[config.mk]
export PLATFORM = sky130hd
export DESIGN_NAME = itlb
export DESIGN_NICKNAME = d
export VERILOG_FILES = /design/src/rtl/itlb.sv
export SDC_FILE = /design/constraint.sdc
export NUM_CORES = 1
export LEC_CHECK = 0
export BUFFER_PORTS_ARGS = -buffer_cell sky130_fd_sc_hd__buf_4
export CORE_UTILIZATION = 47
export CTS_CLUSTER_DIAMETER = 200
export DETAILED_ROUTE_END_ITERATION = 8
export PLACE_DENSITY = 0.75
export SYNTH_ARGS = -nofsm -noshare
export SYNTH_HDL_FRONTEND = slang
export SYNTH_SLANG_ARGS = --single-unit
[constraint.sdc]
create_clock -name CLK -period 11.6 [get_ports CLK]
set_clock_uncertainty 0.15 [all_clocks]
set_input_delay 1.74 -clock CLK [delete_from_list [all_inputs] [get_ports CLK]]
set_output_delay 1.74 -clock CLK [all_outputs]
set_load 0.02 [all_outputs]
[src/rtl/itlb.sv]
// Fully-associative instruction TLB with single-outstanding L2 refill.
// Bare and hit lookups answer one cycle later; misses refill over an L2 req/resp channel.
module itlb #(
  parameter int ITLB_ENTRIES = 8,
  parameter int VPN_WIDTH    = 20,
  parameter int ASID_WIDTH   = 9,
  parameter int PPN_WIDTH    = 22
) (
  input  logic                  CLK,
  input  logic                  nRST,
  input  logic                  itlb_req_valid,
  input  logic                  itlb_req_virtual_mode,
  input  logic [VPN_WIDTH-1:0]  itlb_req_vpn,
  input  logic [ASID_WIDTH-1:0] itlb_req_ASID,
  output logic                  itlb_resp_valid,
  output logic [PPN_WIDTH-1:0]  itlb_resp_ppn,
  output logic                  itlb_resp_page_fault,
  output logic                  itlb_resp_access_fault,
  output logic                  l2_req_valid,
  output logic [VPN_WIDTH-1:0]  l2_req_vpn,
  output logic [ASID_WIDTH-1:0] l2_req_ASID,
  input  logic                  l2_req_ready,
  input  logic                  l2_resp_valid,
  input  logic [PPN_WIDTH-1:0]  l2_resp_ppn,
  input  logic                  l2_resp_page_fault,
  input  logic                  l2_resp_access_fault,
  input  logic                  sfence_valid
);

  localparam int PTR_W = $clog2(ITLB_ENTRIES);

  typedef enum logic [1:0] {ST_IDLE, ST_REQ, ST_WAIT} state_e;

  state_e                  state_q;
  logic                    drop_q;
  logic                    l2_req_valid_q;
  logic [VPN_WIDTH-1:0]    miss_vpn_q;
  logic [ASID_WIDTH-1:0]   miss_asid_q;
  logic [PTR_W-1:0]        rr_ptr_q;
  logic [ITLB_ENTRIES-1:0] valid_q;
  logic [VPN_WIDTH-1:0]    vpn_q  [ITLB_ENTRIES];
  logic [ASID_WIDTH-1:0]   asid_q [ITLB_ENTRIES];
  logic [PPN_WIDTH-1:0]    ppn_q  [ITLB_ENTRIES];

  logic                    resp_valid_q, resp_pf_q, resp_af_q;
  logic [PPN_WIDTH-1:0]    resp_ppn_q;
  logic                    resp_valid_d, resp_pf_d, resp_af_d;
  logic [PPN_WIDTH-1:0]    resp_ppn_d;

  logic [ITLB_ENTRIES-1:0] hit_vec;
  logic                    hit;
  logic [PPN_WIDTH-1:0]    hit_ppn;
  logic [PTR_W-1:0]        victim;
  logic                    victim_is_rr;
  logic                    req_translate;
  logic                    resp_accept;
  logic                    fill_en;
  logic                    forward;

  assign req_translate = itlb_req_valid && itlb_req_virtual_mode;

  generate
    for (genvar gi = 0; gi < ITLB_ENTRIES; gi++) begin : g_match
      assign hit_vec[gi] = valid_q[gi] && (vpn_q[gi] == itlb_req_vpn)
                           && (asid_q[gi] == itlb_req_ASID);
    end
  endgenerate

  assign hit = |hit_vec;

  always_comb begin
    hit_ppn = '0;
    for (int i = 0; i < ITLB_ENTRIES; i++) begin
      if (hit_vec[i]) hit_ppn = hit_ppn | ppn_q[i];
    end
  end

  // Lowest invalid slot wins; round-robin only once the table is full.
  always_comb begin
    victim       = rr_ptr_q;
    victim_is_rr = 1'b1;
    for (int i = ITLB_ENTRIES - 1; i >= 0; i--) begin
      if (!valid_q[i]) begin
        victim       = PTR_W'(i);
        victim_is_rr = 1'b0;
      end
    end
  end

  // A same-cycle sfence kills the returning refill just like a latched drop.
  assign resp_accept = (state_q == ST_WAIT) && l2_resp_valid && !drop_q && !sfence_valid;
  assign fill_en     = resp_accept && !l2_resp_page_fault && !l2_resp_access_fault;
  assign forward     = resp_accept && req_translate
                       && (itlb_req_vpn == miss_vpn_q) && (itlb_req_ASID == miss_asid_q);

  always_comb begin
    resp_valid_d = 1'b0;
    resp_ppn_d   = '0;
    resp_pf_d    = 1'b0;
    resp_af_d    = 1'b0;
    if (itlb_req_valid) begin
      if (!itlb_req_virtual_mode) begin
        resp_valid_d = 1'b1;
        resp_ppn_d   = PPN_WIDTH'(itlb_req_vpn);
      end else if (forward) begin
        resp_valid_d = 1'b1;
        resp_ppn_d   = l2_resp_ppn;
        resp_pf_d    = l2_resp_page_fault;
        resp_af_d    = l2_resp_access_fault;
      end else if (!sfence_valid && hit) begin
        resp_valid_d = 1'b1;
        resp_ppn_d   = hit_ppn;
      end
    end
  end

  always_ff @(posedge CLK or negedge nRST) begin
    if (!nRST) begin
      resp_valid_q <= 1'b0;
      resp_ppn_q   <= '0;
      resp_pf_q    <= 1'b0;
      resp_af_q    <= 1'b0;
    end else begin
      resp_valid_q <= resp_valid_d;
      resp_ppn_q   <= resp_ppn_d;
      resp_pf_q    <= resp_pf_d;
      resp_af_q    <= resp_af_d;
    end
  end

  always_ff @(posedge CLK or negedge nRST) begin
    if (!nRST) begin
      state_q        <= ST_IDLE;
      drop_q         <= 1'b0;
      l2_req_valid_q <= 1'b0;
      miss_vpn_q     <= '0;
      miss_asid_q    <= '0;
    end else begin
      case (state_q)
        ST_IDLE: begin
          if (req_translate && !hit && !sfence_valid) begin
            miss_vpn_q     <= itlb_req_vpn;
            miss_asid_q    <= itlb_req_ASID;
            l2_req_valid_q <= 1'b1;
            state_q        <= ST_REQ;
          end
        end
        ST_REQ: begin
          if (l2_req_ready) begin
            l2_req_valid_q <= 1'b0;
            drop_q         <= sfence_valid;
            state_q        <= ST_WAIT;
          end else if (sfence_valid) begin
            l2_req_valid_q <= 1'b0;
            state_q        <= ST_IDLE;
          end
        end
        ST_WAIT: begin
          if (l2_resp_valid) begin
            drop_q  <= 1'b0;
            state_q <= ST_IDLE;
          end else if (sfence_valid) begin
            drop_q <= 1'b1;
          end
        end
        default: begin
          l2_req_valid_q <= 1'b0;
          drop_q         <= 1'b0;
          state_q        <= ST_IDLE;
        end
      endcase
    end
  end

  // rr_ptr survives sfence so replacement order keeps rotating.
  always_ff @(posedge CLK or negedge nRST) begin
    if (!nRST) begin
      valid_q  <= '0;
      rr_ptr_q <= '0;
    end else if (sfence_valid) begin
      valid_q <= '0;
    end else if (fill_en) begin
      valid_q[victim] <= 1'b1;
      if (victim_is_rr) rr_ptr_q <= rr_ptr_q + 1'b1;
    end
  end

  always_ff @(posedge CLK) begin
    if (fill_en) begin
      vpn_q[victim]  <= miss_vpn_q;
      asid_q[victim] <= miss_asid_q;
      ppn_q[victim]  <= l2_resp_ppn;
    end
  end

  assign itlb_resp_valid        = resp_valid_q;
  assign itlb_resp_ppn          = resp_ppn_q;
  assign itlb_resp_page_fault   = resp_pf_q;
  assign itlb_resp_access_fault = resp_af_q;
  assign l2_req_valid           = l2_req_valid_q;
  assign l2_req_vpn             = miss_vpn_q;
  assign l2_req_ASID            = miss_asid_q;

endmodule

==> impl_results.md, run 1 <==
- Status: complete, no violations
- Critical path cell sequence: buf_4 > xor2_1 > nor4_1 > nand4_1 > nor4_2 > buf_4 > or4_1 > or4b_4 > nor3_4 > buf_4 > mux2_2
- Die area: 41,500 sq um
- Fraction of registers with async set/reset: 14.5%
- Mapped Avg Cell Area: 16.7 sq um
- Mapped Nets: 1,210
- Sink Count: 477
- Via density: 6.06
- Worst-path clk slew: 0.06 ns
- Power after layout: 4.24 mW
- Layout cells sized above 1: 19.8%
- Maximum vdd ir drop: 0.000167 V
- Synth cell types: 42
- Most instantiated cells after synthesis: 408 x edfxtp_1, 134 x xor2_1, 129 x xnor2_1
- Dominant cells by area after synthesis: edfxtp_1 64%, dfrtp_1 9.0%, xor2_1 6.1%
- Longest Clk Path Bufs: 3
- FP Rows: 73
- # H-tree levels: 2
- Final ANT Viol Nets: 0
- Max Clk Rate: 205 MHz
- Post-CTS Resized: 0
- Wirelength per Cell: 27.7 um
- CP endpoint kind: flop
- Tmin final: 4.87 ns
- Skew-Pair Late Insertion Delay: 0.56 ns
- Slew headroom: 25.1%
- EDFF count, synth: 408
- Gr usage total: 25.0%
- CP max FO: 29
- Slew at the pin closest to its max-slew limit: 1.12 ns
- DR vias: 11,200
- WP data required: 11.89 ns
- Number of global-route vias before repair: 10,900
- Final count of negative-setup-slack endpoints: 0
- Area grow syn2layout: 15.2%
- Cell mode on critical path: buf_4
- I/O pins: 115
- Hold WC Path Type: reg2reg
- Netlist Area Pre-Place: 19,100 sq um
- Setup TNS: 0 ns
- Leak pwr: 7.56 nW
- Cells after Synth: 1,146
- Post-layout util: 55.2%
- Hold Vio Cnt, Final: 0
- CP startpoint kind: input port
- Routed wire length: 51,100 um
- First-pass GRT wire length: 74,500 um
- Core Box Area: 39,900 sq um
- Power Dens Cells: 192 nW/um^2
- Die Height: 204 um
- Ratio of final minimum period to clock period: 42.0%
- Master of the slowest instance on the critical path: or4_1
- Detailed Place HPWL: 30,500 um
- CTS tree: yes
- Die W: 204 um
- Synth area leader: edfxtp_1
- FF+latch count, synth: 477
- Crit path buf inv count: 3
- Slowest Stage Delay on Critical Path: 0.60 ns
- Setup CP Type: in2reg
- Largest net degree at the start of global routing: 70
- Post-CTS Hold Fix Bufs: 0
- Antenna diode count: 0
- Top FF cell, synth: edfxtp_1
- Share of the synthesized area in the top cell type: 64.1%
- RSZ-0062 raised after global routing: false
- Post-CTS setup buffer count: 0
- Sequential area share after synthesis: 73.1%
- Max cap viols: 0
- Gr ovfl total: 0
- Final Wtd Congestion: 0.867
- Fin nets: 1,344
- Delay-heaviest family, CP: simple AND/OR/NAND/NOR gates
- Most frequent cell after synthesis: edfxtp_1
- CTS Buf Count: 48
- Initial Utilization: 47.9%
- Synthesis warning total: 0
- Port bufs: 114
- Data arrival, critical path: 5.16 ns
- Final slew viol count: 0
- CTS root buffer: clkbuf_16
- Detailed Route Iter0 Violations: 1,403
- Final hold slack: 0.333 ns
- Antenna violations before repair: 1
- DR DRC count: 0
- Drt first pass iters: 7
flip-flops by register name, indices dropped and copies added (netlist names):
register                count
itlb_resp_access_fault      1
l2_req_vpn                 20
itlb_resp_ppn              22
rr_ptr_q                    3
l2_req_valid                1
ppn_q                     176
itlb_resp_valid             1
l2_req_ASID                 9
asid_q                     72
itlb_resp_page_fault        1
vpn_q                     160
valid_q                     8
drop_q                      1
state_q                     2
cells by family after synthesis:
family	share of synthesized area (%)
fa+ha+maj	0.262
simple gates	5.00
buf+inv	2.18
xor+xnor	12.0
mux	2.01
flops	73.1
compound gates	5.42
through the flow:
step	cell area, sq um	setup WS (ns)	cells
after floorplan	19100	4.72	1146
after global placement	20600	6.20	1755
after detailed placement	20600	6.17	1755
after CTS	22000	6.73	1845
after global routing	22000	6.62	1845
final	22000	6.73	1845
layout by cell type, fill, tap and decap left out, drive strengths merged, types with 2 or more instances in the layout:
cell type | synthesis | routed
edfxtp | 408 | 408
nor4 | 43 | 43
nand3 | 11 | 11
o21ba | 4 | 4
clkbuf | 26 | 71
buf | 32 | 142
ha | 4 | 4
nor2 | 22 | 22
nand2 | 36 | 36
o211ai | 2 | 2
clkinv | 0 | 12
o21ai | 27 | 27
and2 | 2 | 2
dfrtp | 69 | 69
a31oi | 3 | 3
a222oi | 44 | 44
nand4 | 39 | 39
xnor2 | 129 | 129
nor3 | 4 | 4
and3 | 7 | 7
nor2b | 3 | 3
mux2 | 30 | 30
a221oi | 22 | 22
inv | 9 | 12
a21oi | 4 | 4
xor2 | 134 | 134
a22oi | 20 | 20
clkinvlp | 0 | 3
where the power goes:
part | switching, mW | internal [mW] | leakage (nW) | total [mW]
sequential | 0.196 | 2.05 | 4.56 | 2.24
combinational | 0.310 | 0.215 | 2.27 | 0.525
clock | 0.635 | 0.836 | 0.726 | 1.47
final timing paths:
check | from | endpoint | slack (ns) | cells past startpoint
max reg2reg | state_q[0]$_DFFE_PN0P_ | ppn_q[7][0]$_DFFE_PP_ | 7.72 | 7
max | itlb_req_vpn[1] | l2_req_vpn[6]$_DFFE_PN0P_ | 6.73 | 11
max in group asynchronous | nRST | valid_q[5]$_DFFE_PN0P_ | 9.33 | 1
min reg2reg | rr_ptr_q[2]$_DFFE_PN0P_ | rr_ptr_q[2]$_DFFE_PN0P_ | 0.33 | 1
min | rr_ptr_q[2]$_DFFE_PN0P_ | rr_ptr_q[2]$_DFFE_PN0P_ | 0.33 | 1
min in group asynchronous | nRST | l2_req_ASID[1]$_DFFE_PN0P_ | 1.21 | 1
routing by layer:
metal  up-vias  routed length (um)  global-route usage [%]
met5         -                   0                       0
met4         0                1090                    6.20
met1      5667               20300                    36.5
li1       4684                   -                       -
met3        80                5620                    3.69
met2       748               24100                    39.3
final cells by class:
cell class	count	area, sq um
Tap cell	525	657
Fill cell	3053	17900
Sequential cell	477	14000
Clock inverter	19	134
Multi-Input combinational cell	602	4820
Clock buffer	71	1360
Inverter	9	33.8
Timing Repair Buffer	142	1070
(Power assumes the default switching activity.)
==> inputs of run 2 (changes only) <==
--- a/config.mk
+++ b/config.mk
@@ -9,7 +9,7 @@
 export CORE_UTILIZATION = 47
 export CTS_CLUSTER_DIAMETER = 200
 export DETAILED_ROUTE_END_ITERATION = 8
-export PLACE_DENSITY = 0.75
+export PLACE_DENSITY = 0.78
 export SYNTH_ARGS = -nofsm -noshare
 export SYNTH_HDL_FRONTEND = slang
 export SYNTH_SLANG_ARGS = --single-unit
==> constraint.sdc (replaced) <==
create_clock -name CLK -period 4.1 [get_ports CLK]
set_clock_uncertainty 0.15 [all_clocks]
set_input_delay 0.615 -clock CLK [delete_from_list [all_inputs] [get_ports CLK]]
set_output_delay 0.615 -clock CLK [all_outputs]
set_load 0.02 [all_outputs]
==> impl_results.md, run 2 (synthesis results as in run 1) <==
- Post-CTS setup buffer count: 0 (unchanged)
- I/O pins: 115 (unchanged)
- CTS tree: yes
- Slowest Stage Delay on Critical Path: 0.58 ns (-0.02 ns)
- Longest Clk Path Bufs: 3 (unchanged)
- WP data required: 4.41 ns (-7.48 ns)
- Biggest register: ppn_q
- Critical path cell sequence: xor2_1 > nor4_1 > nand4_1 > nor4_2 > or4_1 > or4b_4 > nor3_4 > buf_12 > mux2_2
- DR DRC count: 0 (unchanged)
- Final slew viol count: 0 (unchanged)
- Power Dens Cells: 555 nW/um^2 (+190%)
- Maximum vdd ir drop: 0.000404 V (+140%)
- Die area: 41,500 sq um (unchanged)
- Final ANT Viol Nets: 0 (unchanged)
- # H-tree levels: 2 (unchanged)
- Area grow syn2layout: 17.1%
- Slew headroom: 29.1% (+4.0 points)
- Area after DPL: 20,800 sq um (+1.1%)
- Drt first pass iters: 7 (unchanged)
- Hold WC Path Type: in2async
- CP max FO: 29 (unchanged)
- Detailed Route Iter0 Violations: 1,532 (+9.2%)
- Gr ovfl total: 0 (unchanged)
- Layout cells sized above 1: 21.3% (+1.4 points)
- CP startpoint kind: flop
- Commonest cells after routing, fill and taps aside: 408 x edfxtp_1, 153 x buf_4, 134 x xor2_1
- Flop2flop setup slack: 0.75 ns (-6.97 ns)
- Hold Vio Cnt, Final: 0 (unchanged)
- Port bufs: 114 (unchanged)
- DR vias: 11,300 (+0.88%)
- Ratio of final minimum period to clock period: 81.6%
- Antenna violations before repair: 2 (+1)
- Number of global-route vias before repair: 11,000 (+1.0%)
- CP endpoint kind: flop
- Crit path buf inv count: 1 (-2)
- Delay-heaviest family, CP: simple AND/OR/NAND/NOR gates
- Wirelength per Cell: 28.1 um (+1.5%)
- Post-CTS Resized: 0 (unchanged)
- Max cap viols: 0 (unchanged)
- Skew-Pair Late Insertion Delay: 0.59 ns (+0.03 ns)
- First-pass GRT wire length: 75,300 um (+1.1%)
- Routed wire length: 52,300 um (+2.4%)
- CTS root buffer: clkbuf_16
- Largest net degree at the start of global routing: 70 (unchanged)
- Critical R2R Launch: vpn_q[4][18]$_DFFE_PP_
- Master of the slowest instance on the critical path: or4_1
- Final count of negative-setup-slack endpoints: 0 (unchanged)
- Data arrival, critical path: 3.66 ns (-1.50 ns)
- Commonest non-fill, non-tap cell in the layout: edfxtp_1
- Status: complete, no violations
- Setup TNS: 0 ns (unchanged)
- Tmin final: 3.35 ns
- FP Rows: 73 (unchanged)
- Via density: 6.06 (about the same)
- R2R Path End: l2_req_vpn[4]$_DFFE_PN0P_
- # fillers: 3,001 (-1.7%)
- Initial Utilization: 47.9% (unchanged)
- Max Clk Rate: 299 MHz
- Final Cell Area: 22,400 sq um (+1.6%)
- Core Box Area: 39,900 sq um (unchanged)
- Die Height: 204 um (unchanged)
- Setup CP Type: reg2reg
- Antenna diode count: 0 (unchanged)
- Fin nets: 1,362 (+1.3%)
- Worst-path clk slew: 0.06 ns (about the same)
- Multi-input logic area: 4830 sq um (+0.26%)
- Slew at the pin closest to its max-slew limit: 1.06 ns (-0.0603 ns)
- Largest registers: ppn_q: 176 flops, vpn_q: 160 flops, asid_q: 72 flops
- FF+latch area: 14,000 sq um (unchanged)
- Post-layout util: 56.1% (+0.89 points)
- RSZ-0062 raised after global routing: false
- Post-CTS Hold Fix Bufs: 0 (unchanged)
- Die W: 204 um (unchanged)
- Detailed Place HPWL: 31,600 um (+3.7%)
- Sink Count: 477 (unchanged)
- Final Wtd Congestion: 0.898 (+3.6%)
- R2R cell count: 9 (+2)
- Gr usage total: 25.5% (+0.56 points)
- Max reg flops: 176 (unchanged)
- Power after layout: 12.4 mW (+190%)
- CTS Buf Count: 48 (unchanged)
- Final hold slack: 0.00921 ns (-0.324 ns)
- Leak pwr: 7.73 nW (+2.3%)
==> run 2: cell type report <==
class                           instances  area share, %
Sequential cell                       477           62.4
Multi-Input combinational cell        602           21.6
Clock buffer                           66           5.98
Timing Repair Buffer                  160           5.75
Tap cell                              525           2.93
Clock inverter                         22           1.21
Inverter                                9          0.151
==> run 2: stage by stage <==
stage,cells,worst slack [ns]
after floorplan,1146,-0.275
after global placement,1773,0.405
after detailed placement,1773,0.338
after CTS,1861,0.795
after global routing,1861,0.702
final,1861,0.755
==> run 2: how the worst max path moves through the flow <==
stage | start | endpoint | slack, ns | depth (start not counted)
2_1_floorplan | state_q[0]$_DFFE_PN0P_ | asid_q[0][0]$_DFFE_PP_ | -0.27 | 6
3_3_place_gp | itlb_req_vpn[18] | l2_req_ASID[7]$_DFFE_PN0P_ | 0.40 | 10
3_5_place_dp | itlb_req_vpn[10] | l2_req_ASID[4]$_DFFE_PN0P_ | 0.34 | 10
4_1_cts | vpn_q[3][10]$_DFFE_PP_ | l2_req_vpn[4]$_DFFE_PN0P_ | 0.79 | 9
5_1_grt | vpn_q[4][18]$_DFFE_PP_ | l2_req_vpn[4]$_DFFE_PN0P_ | 0.70 | 9
6_report | vpn_q[4][18]$_DFFE_PP_ | l2_req_vpn[4]$_DFFE_PN0P_ | 0.75 | 9
==> run 2: routing by layer <==
layer | global-route usage, % | routed length, um | vias up
li1 | - | - | 4719
met1 | 34.8 | 20300 | 5695
met2 | 39.0 | 24100 | 737
met3 | 6.54 | 5760 | 124
met4 | 10.6 | 2220 | 2
met5 | 0 | 13 | -
==> run 2: worst reg2reg max path, stage by stage, from the launching register on <==
cell and delay [ns]:
edfxtp_1 0.37, xor2_1 0.35, nor4_1 0.08, nand4_1 0.14, nor4_2 0.06, or4_1 0.58
or4b_4 0.57, nor3_4 0.22, buf_12 0.26, mux2_2 0.42
==> run 2: power breakdown <==
part	internal, mW	leakage [nW]	switching (mW)
Sequential	5.79	4.56	0.314
Clock	2.67	0.784	1.83
Combinational	0.677	2.38	1.15
==> inputs of run 3 (changes only) <==
--- a/config.mk
+++ b/config.mk
@@ -5,11 +5,12 @@
 export SDC_FILE = /design/constraint.sdc
 export NUM_CORES = 1
 export LEC_CHECK = 0
+export ABC_AREA = 1
 export BUFFER_PORTS_ARGS = -buffer_cell sky130_fd_sc_hd__buf_4
 export CORE_UTILIZATION = 47
 export CTS_CLUSTER_DIAMETER = 200
 export DETAILED_ROUTE_END_ITERATION = 8
-export PLACE_DENSITY = 0.78
+export PLACE_DENSITY = 0.77
 export SYNTH_ARGS = -nofsm -noshare
 export SYNTH_HDL_FRONTEND = slang
 export SYNTH_SLANG_ARGS = --single-unit
==> constraint.sdc (replaced) <==
create_clock -name CLK -period 2.68 [get_ports CLK]
set_clock_uncertainty 0.15 [all_clocks]
set_input_delay 0.402 -clock CLK [delete_from_list [all_inputs] [get_ports CLK]]
set_output_delay 0.402 -clock CLK [all_outputs]
set_load 0.02 [all_outputs]
==> impl_results.md, run 3 <==
- Status: complete, no violations
- CTS tree: yes
- Area grow syn2layout: 22.5%
- Die area: 47,900 sq um (+15%)
- Max Clk Rate: 386 MHz (+29%)
- DR vias: 17,700 (+57%)
- Synth cell types: 35 (-17%)
- Slew headroom: 56.1% (+27 points)
- Fin nets: 2,683 (+97%)
- Share of the synthesized area in the top cell type: 55.5% (-8.6 points)
- Die W: 219 um (+7.4%)
- Ratio of final minimum period to clock period: 96.7% (+15 points)
- Via density: 5.41 (-11%)
- Tmin final: 2.59 ns (-0.755 ns)
- Routed wire length: 76,300 um (+46%)
- Logic pwr share: 17.3% (+2.6 points)
- CP max FO: 22 (-24%)
- Drt first pass iters: 6 (-1)
- Hold Vio Cnt, Final: 0 (unchanged)
- WP data required: 2.84 ns (-1.57 ns)
- Post-layout util: 58.2% (+2.1 points)
- RSZ-0062 raised after global routing: false
- Biggest register: ppn_q
- Slew at the pin closest to its max-slew limit: 0.658 ns (-0.406 ns)
- Synthesis warning total: 0 (unchanged)
- CP startpoint kind: flop
- Cells after Synth: 2,340 (+100%)
- Final Wtd Congestion: 0.994 (+11%)
- NetSw: 5.78 mW (+76%)
- Power after layout: 20.0 mW (+61%)
- CTS Buf Count: 52 (+8.3%)
- Longest Clk Path Bufs: 3 (unchanged)
- Final count of negative-setup-slack endpoints: 0 (unchanged)
- Area after DPL: 25,000 sq um (+20%)
- CP endpoint kind: flop
- Gr ovfl total: 0 (unchanged)
- Final slew viol count: 0 (unchanged)
- Initial Utilization: 47.5% (-0.39 points)
- Dominant cells by area after synthesis: edfxtp_1 55%, nand2_1 13%, dfrtp_1 7.8%
- Final ANT Viol Nets: 0 (unchanged)
- Antenna violations before repair: 2 (unchanged)
- Netlist Area Pre-Place: 22,100 sq um (+15%)
- Mapped Nets: 2,404 (+99%)
- Largest registers: ppn_q: 176 flops, vpn_q: 160 flops, asid_q: 72 flops
- Maximum vdd ir drop: 0.000597 V (+48%)
- FF+latch count, synth: 477 (unchanged)
- FP Rows: 79 (+8.2%)
- Final Cell Area: 27,100 sq um (+21%)
- Detailed Place HPWL: 53,400 um (+69%)
- Max reg flops: 176 (unchanged)
- # fillers: 3,935 (+31%)
- Commonest non-fill, non-tap cell in the layout: nand2_1
- Clock share of power: 36.9% (+0.7 points)
- Leak pwr: 11.8 nW (+53%)
- Data arrival, critical path: 2.75 ns (-0.91 ns)
- Wirelength per Cell: 23.3 um (-17%)
- Skew-Pair Late Insertion Delay: 0.63 ns (+0.04 ns)
- I/O pins: 115 (unchanged)
- Port bufs: 114 (unchanged)
- Largest net degree at the start of global routing: 42 (-40%)
- Setup TNS: 0 ns (unchanged)
- Hold WC Path Type: in2reg
- Most instantiated cells after synthesis: 775 x nand2_1, 408 x edfxtp_1, 354 x inv_1
- Sink Count: 477 (unchanged)
- EDFF count, synth: 408 (unchanged)
- Layout cells sized above 1: 16.6% (-4.7 points)
- Commonest cells after routing, fill and taps aside: 774 x nand2_1, 408 x edfxtp_1, 348 x inv_1
- Die Height: 219 um (+7.4%)
- Fraction of registers with async set/reset: 14.5% (unchanged)
- Top FF cell, synth: edfxtp_1
- CTS root buffer: clkbuf_16
- Sequential power share: 45.8% (-3.3 points)
- Gr usage total: 32.1% (+6.6 points)
- FF+latch area: 14,000 sq um (unchanged)
- Setup CP Type: reg2reg
- Power Dens Cells: 741 nW/um^2 (+33%)
- Sw Share: 28.9% (+2.4 points)
- Multi-input logic area: 6310 sq um (+31%)
- Number of global-route vias before repair: 17,000 (+54%)
- First-pass GRT wire length: 110,000 um (+46%)
- DR DRC count: 0 (unchanged)
- Detailed Route Iter0 Violations: 2,153 (+41%)
- Core Box Area: 46,500 sq um (+16%)
- # H-tree levels: 2 (unchanged)
- Max cap viols: 0 (unchanged)
- Sequential area share after synthesis: 63.3% (-9.8 points)
- Worst-path clk slew: 0.06 ns (about the same)
- Synth area leader: edfxtp_1
- Mapped Avg Cell Area: 9.44 sq um (-43%)
- Final hold slack: 0.0310 ns (+0.0218 ns)
- P_int: 14.3 mW (+56%)
- Most frequent cell after synthesis: nand2_1
## run 3: per-stage QoR
stage,cells,setup WS (ns)
6_report,3271,0.0895
5_1_grt,3270,0.00134
4_1_cts,3267,0.0122
3_5_place_dp,3142,-0.159
3_3_place_gp,3142,-0.123
2_1_floorplan,2340,0.0169
## run 3: power by group through the flow
| stage | clock network, mW | registers, mW | logic [mW] |
|---|---|---|---|
| finish | 7.39 | 9.17 | 3.48 |
| global route | 7.69 | 9.19 | 3.63 |
| CTS | 7.44 | 9.16 | 3.42 |
| detailed placement | 0 | 9.31 | 3.37 |
| global placement | 0 | 9.30 | 3.30 |
| floorplan | 0 | 9.80 | 0.820 |
## run 3: metal layers
| layer | global-route usage (%) | share of wire [%] | vias to the layer above |
|---|---|---|---|
| met5 | 0 | 0 | - |
| met3 | 5.09 | 9.8 | 185 |
| li1 | - | - | 7996 |
| met4 | 13.8 | 4.4 | 0 |
| met1 | 41.7 | 38 | 8422 |
| met2 | 53.2 | 48 | 1103 |
## run 3: area by class of cell
class | count | share of cell area, %
clock buffers | 60 | 5.03
flip-flops and latches | 477 | 51.7
diodes | 1 | 0.00925
well taps | 607 | 2.81
inverters | 376 | 5.27
clock inverters | 38 | 1.44
repair buffers | 305 | 10.5
multi-input cells | 1407 | 23.3
## run 3: cell families after synthesis
kind of cell,Yosys count,synth area share (%)
compound gates,118,2.78
xor+xnor,64,2.54
fa+ha+maj,4,0.227
buf+inv,456,8.47
flops,477,63.3
mux,1,0.0510
simple gates,1220,22.6
## run 3: worst max-delay path: stages (launching register included)
cell,delay [ns]
dfrtp_1,0.40
inv_1,0.10
ha_1,0.18
nand4_1,0.16
buf_4,0.18
nor3_2,0.20
inv_1,0.08
nor2_1,0.15
nand2_1,0.16
nor2_4,0.14
buf_4,0.16
buf_12,0.20
## run 3: final timing paths
kind | endpoint | start | slack (ns) | depth (start not counted)
worst max-delay path | vpn_q[3][16]$_DFFE_PP_ | state_q[0]$_DFFE_PN0P_ | 0.09 | 11
min in group asynchronous | l2_req_vpn[3]$_DFFE_PN0P_ | nRST | 0.19 | 2
worst min-delay path | l2_req_vpn[16]$_DFFE_PN0P_ | itlb_req_vpn[16] | 0.03 | 3
worst max register to register | vpn_q[3][16]$_DFFE_PP_ | state_q[0]$_DFFE_PN0P_ | 0.09 | 11
max in group asynchronous | itlb_resp_ppn[19]$_DFF_PN0_ | nRST | 1.52 | 3
worst min register to register | l2_req_valid$_DFFE_PN0P_ | l2_req_valid$_DFFE_PN0P_ | 0.33 | 2
## run 3: what timing repair did
item	4_1_cts	5_1_grt
gates resized for setup	0	9
hold buffers	27	0
setup buffers	0	3
endpoints found under the hold margin	221	0
endpoints found under the setup margin	0	82
